<file path="src/rtl/autosa_rubik_rd_cdt_ctrl.sv">
// Rubik DMA read-path sequencer: splits a transfer into 512-bit line requests and
// only issues while a dr2drc response-FIFO credit is free, returning to IDLE after every credit comes back.
module autosa_rubik_rd_cdt_ctrl #(
    parameter int AW        = 64,
    parameter int CDT_DEPTH = 8,
    parameter int CW        = 8
) (
    input  logic          autosa_core_clk,
    input  logic          autosa_core_rstn,
    input  logic          op_en,
    input  logic [AW-1:0] cfg_base_addr,
    input  logic [15:0]   cfg_half_cnt,
    output logic          rd_req_vld,
    input  logic          rd_req_rdy,
    output logic [AW-1:0] rd_req_addr,
    output logic [1:0]    rd_req_mask,
    input  logic          rd_cdt_lat_fifo_pop,
    output logic          op_done,
    output logic          busy,
    output logic [CW-1:0] cdt_cnt,
    output logic          cdt_err
);

    typedef enum logic [1:0] {
        IDLE  = 2'd0,
        REQ   = 2'd1,
        DRAIN = 2'd2,
        DONE  = 2'd3
    } state_e;

    state_e        state_q, state_d;
    logic [AW-1:0] addr_q, addr_d;
    logic [15:0]   left_q, left_d;
    logic          odd_q, odd_d;
    logic [CW-1:0] cdt_q, cdt_d;
    logic          err_q, err_d;

    logic issue;
    logic last;
    logic cdt_full;

    assign last     = (left_q == 16'd1);
    assign cdt_full = (cdt_q == CW'(CDT_DEPTH));

    // Outputs decode registered state only; credits never drop without a handshake,
    // so a raised valid is held until accepted.
    assign rd_req_vld  = (state_q == REQ) && (cdt_q != '0);
    assign rd_req_addr = addr_q;
    assign rd_req_mask = (state_q != REQ) ? 2'b00 :
                         (last && odd_q)  ? 2'b01 : 2'b11;
    assign op_done     = (state_q == DONE);
    assign busy        = (state_q != IDLE);
    assign cdt_cnt     = cdt_q;
    assign cdt_err     = err_q;

    assign issue = rd_req_vld & rd_req_rdy;

    always_comb begin
        state_d = state_q;
        addr_d  = addr_q;
        left_d  = left_q;
        odd_d   = odd_q;
        cdt_d   = cdt_q;
        err_d   = err_q;

        case (state_q)
            IDLE: begin
                if (op_en) begin
                    addr_d  = cfg_base_addr;
                    left_d  = (cfg_half_cnt >> 1) + 16'(cfg_half_cnt[0]);
                    odd_d   = cfg_half_cnt[0];
                    state_d = (cfg_half_cnt != 16'd0) ? REQ : DONE;
                end
            end
            REQ: begin
                if (issue) begin
                    addr_d = addr_q + AW'(64);
                    left_d = left_q - 16'd1;
                    if (last) begin
                        state_d = DRAIN;
                    end
                end
            end
            DRAIN: begin
                if (cdt_full) begin
                    state_d = DONE;
                end
            end
            DONE: begin
                state_d = IDLE;
            end
            default: begin
                state_d = IDLE;
            end
        endcase

        // Pops are honoured in every state; one that would overfill the pool is dropped and flagged.
        case ({issue, rd_cdt_lat_fifo_pop})
            2'b10: cdt_d = cdt_q - CW'(1);
            2'b01: begin
                if (cdt_full) begin
                    err_d = 1'b1;
                end else begin
                    cdt_d = cdt_q + CW'(1);
                end
            end
            default: cdt_d = cdt_q;
        endcase
    end

    always_ff @(posedge autosa_core_clk or negedge autosa_core_rstn) begin
        if (!autosa_core_rstn) begin
            state_q <= IDLE;
            addr_q  <= '0;
            left_q  <= '0;
            odd_q   <= 1'b0;
            cdt_q   <= CW'(CDT_DEPTH);
            err_q   <= 1'b0;
        end else begin
            state_q <= state_d;
            addr_q  <= addr_d;
            left_q  <= left_d;
            odd_q   <= odd_d;
            cdt_q   <= cdt_d;
            err_q   <= err_d;
        end
    end

endmodule

</file>
<file path="config.mk">
export PLATFORM = sky130hd
export DESIGN_NAME = autosa_rubik_rd_cdt_ctrl
export DESIGN_NICKNAME = d
export VERILOG_FILES = /design/src/rtl/autosa_rubik_rd_cdt_ctrl.sv
export SDC_FILE = /design/constraint.sdc
export NUM_CORES = 1
export LEC_CHECK = 0
export BUFFER_PORTS_ARGS = -buffer_cell sky130_fd_sc_hd__buf_2
export CORE_MARGIN = 8
export CORE_UTILIZATION = 30
export DETAILED_ROUTE_END_ITERATION = 8
export GPL_ROUTABILITY_DRIVEN = 0
export SLEW_MARGIN = 20
export SYNTH_ARGS = -nofsm -noshare
export SYNTH_HDL_FRONTEND = slang
export SYNTH_SLANG_ARGS = --single-unit
export TNS_END_PERCENT = 20
</file>
<file path="constraint.sdc">
create_clock -name autosa_core_clk -period 3.6 [get_ports autosa_core_clk]
set_input_delay 0.72 -clock autosa_core_clk [delete_from_list [all_inputs] [get_ports autosa_core_clk]]
set_output_delay 0.72 -clock autosa_core_clk [all_outputs]
set_load 0.05 [all_outputs]
</file>
==> impl_metrics.tcl <==
set metrics [dict create \
    grt_pass1_vias 6532 \
    final_cell_mix "buf_2, dfrtp_1, a21oi_1, nand2_1, o22ai_1" \
    p_leak_nw 3.33 \
    clock_path_buffers 2 \
    pwr-share-comb 0.617 \
    synth_seq_area_share 0.356 \
    drive_gt1_frac 0.260 \
    grt_max_degree 73 \
    grt_overflow 0 \
    hold_class "input port to asynchronous set/reset pin" \
    routed_wl_um 21500 \
    synth_ff_type "dfrtp_1" \
    antenna_found_initial 2 \
    arrival_ps 3620 \
    firstDrtPassIters 5 \
    postCtsHoldBufs 0 \
    fin_crit_sh 0.927 \
    swShare 0.562 \
    hold_viol_final 0 \
    post_cts_resized 0 \
    antenna_left 0 \
    clock_latency_ps 360 \
    cts_sinks 92 \
    power.density_nw_per_um2 1130 \
    yosysTopAreaCell "dfrtp_1" \
    drt-met1-wl_um 9860 \
    fin_nets 987 \
    slowest_stage "or4_1" \
    die_y_um 163 \
    synth_area_sq_um 6470 \
    synth_cells 740 \
    cp_cell_sequence "or4_1 > o211ai_1 > nand2_1 > ha_1 > and3_1 > a221o_1 > o41ai_1 > mux2i_1 > xor2_1" \
    met2_length_um 9970 \
    p_clk_frac 0.112 \
    period_minus_slack_ps 3340 \
    worstPathMaxFanout 8 \
    syn_area_per_cell_sq_um 8.74 \
    final_common_cell "buf_2" \
    required_ps 3880 \
    path_clk_slew_ps 70 \
    ios 163 \
    synth_top_cells_by_area "dfrtp_1, o22ai_1, a21oi_1, mux2i_1, ha_1" \
    cts_root_buf "clkbuf_16" \
    worst_slew_pin_slew_ps 841 \
    ys_warn_count 0 \
    rsz0062_at_grt "no" \
    p_switching_w 0.00501 \
    grt_usage 0.161 \
    worst-setup-path-type "flop to flop" \
    slew_headroom 0.439 \
    io_buffers 162 \
    htree_levels 3 \
    num_rows 53 \
    status "complete, no violations" \
    grt_pass1_wl_um 34700 \
    die_x_um 163 \
    synth_edf_count 0 \
    die_area_sq_um 26500 \
    drcViolationCount 0 \
    synth_top_area_share 0.352 \
    clock.fmax_ghz 0.300 \
    endpoint_kind "flop" \
    cts_tree "built" \
    drtIter0Drc 431 \
    peakVddDrop_uv 639 \
    syn2layout_area_growth_pct 22.1 \
    hpwlAfterDp_um 15500 \
    fin_skew_ps 10.3 \
    async_reset_ff_frac 1.00 \
    vias 6480 \
    p_seq_frac 0.270 \
    dr_wl_met3_um 1510 \
    maxCapViolations 0 \
    fin_tns_setup_ps 0 \
    setup_viol 0 \
    core_area_sq_um 21100 \
    highest_layer "met5" \
    numCtsBuffers 9 \
    synth_nets 843 \
    ys_seq_elements 92 \
    wl_per_cell_um 18.5 \
    synthDistinctLibCells 75 \
    slowest_delay_ps 630 \
    vias_per_cell 5.57 \
    slew_violations 0 \
    fin_hold_ws_ps 396 \
    initial_core_util 0.307 \
    diodes 0 \
    intPower_w 0.00390 \
    post_cts_buffers 0 \
    worstSetupStartpointType "flop" \
]
[per-stage QoR]
stage	util	power (W)	instances	setup slack (ps)	area (sq um)
after floorplan	-	0.00643	740	262	6470
after global placement	0.360	0.00788	1148	323	7600
after CTS	0.375	0.00898	1164	237	7900
final	0.375	0.00890	1164	263	7900
after detailed placement	0.360	0.00795	1148	246	7600
after global routing	0.375	0.00958	1164	29.0	7900
[synth_stat cells, drive strengths merged, types with 11 or more instances]
cell type / count
nand2: 48
or3: 12
clkbuf: 30
nor3: 18
o22ai: 44
a21oi: 48
nand3: 34
buf: 16
nand4: 34
mux2i: 23
a22oi: 11
ha: 17
nor4: 21
inv: 25
nor2: 36
dfrtp: 91
xnor2: 12
and2: 11
o21ai: 46
[critical path: cells and delay by family, from the launching register on]
family / cells / cell delay [ps]
xor gates and xnor gates: 1 / 150
adders and majority gates: 1 / 410
DFF: 1 / 420
AOI/OAI and AO/OA: 3 / 930
muxes: 1 / 260
and+or+nand+nor: 3 / 1080
[metal layers]
| layer | track usage | vias up |
|---|---|---|
| li1 | - | 3157 |
| met1 | 0.207 | 3121 |
| met2 | 0.261 | 180 |
| met3 | 0.0475 | 18 |
| met4 | 0.0338 | 4 |
| met5 | 0 | - |
[layout make-up]
type | instances | area, sq um
repair buffers | 179 | 953
well taps | 275 | 344
fillers | 2206 | 13200
clock inverters | 6 | 63.8
flip-flops and latches | 92 | 2300
multi-input cells | 577 | 3900
clock buffers | 10 | 239
inverters | 25 | 93.8
[final timing paths]
| kind | start | endpoint | slack (ps) | cells after the start |
|---|---|---|---|---|
| min reg2reg | odd_q | odd_q | 480 | 2 |
| min | autosa_core_rstn | rd_req_addr[2] | 400 | 1 |
| max in group asynchronous | autosa_core_rstn | rd_req_addr[27] | 2410 | 2 |
| min in group autosa_core_clk | odd_q | odd_q | 480 | 2 |
| max | cdt_cnt[4] | cdt_cnt[7] | 260 | 9 |
| max reg2reg | cdt_cnt[4] | cdt_cnt[7] | 260 | 9 |
[state kept, by name, indices dropped and copies added, names as in the netlist]
name / flops
cdt_cnt: 8
left_q: 16
rd_req_addr: 64
odd_q: 1
cdt_err: 1
state_q: 2
[cells by family after synthesis]
family	after synthesis	synth area share
fa+ha+maj	18	0.0360
compound gates	243	0.251
buf+inv	71	0.0441
simple gates	270	0.244
mux	29	0.0460
xor+xnor	17	0.0230
flops	92	0.356
[power by group through the flow]
stage          Combinational (W)  Clock, W  Sequential [W]
3_5_place_dp             0.00554         0         0.00241
2_1_floorplan            0.00279         0         0.00364
3_3_place_gp             0.00549         0         0.00240
4_1_cts                  0.00556   0.00103         0.00239
6_report                 0.00549   0.00100         0.00241
5_1_grt                  0.00599   0.00107         0.00253
Note: power is estimated with default switching activity, not from simulation.
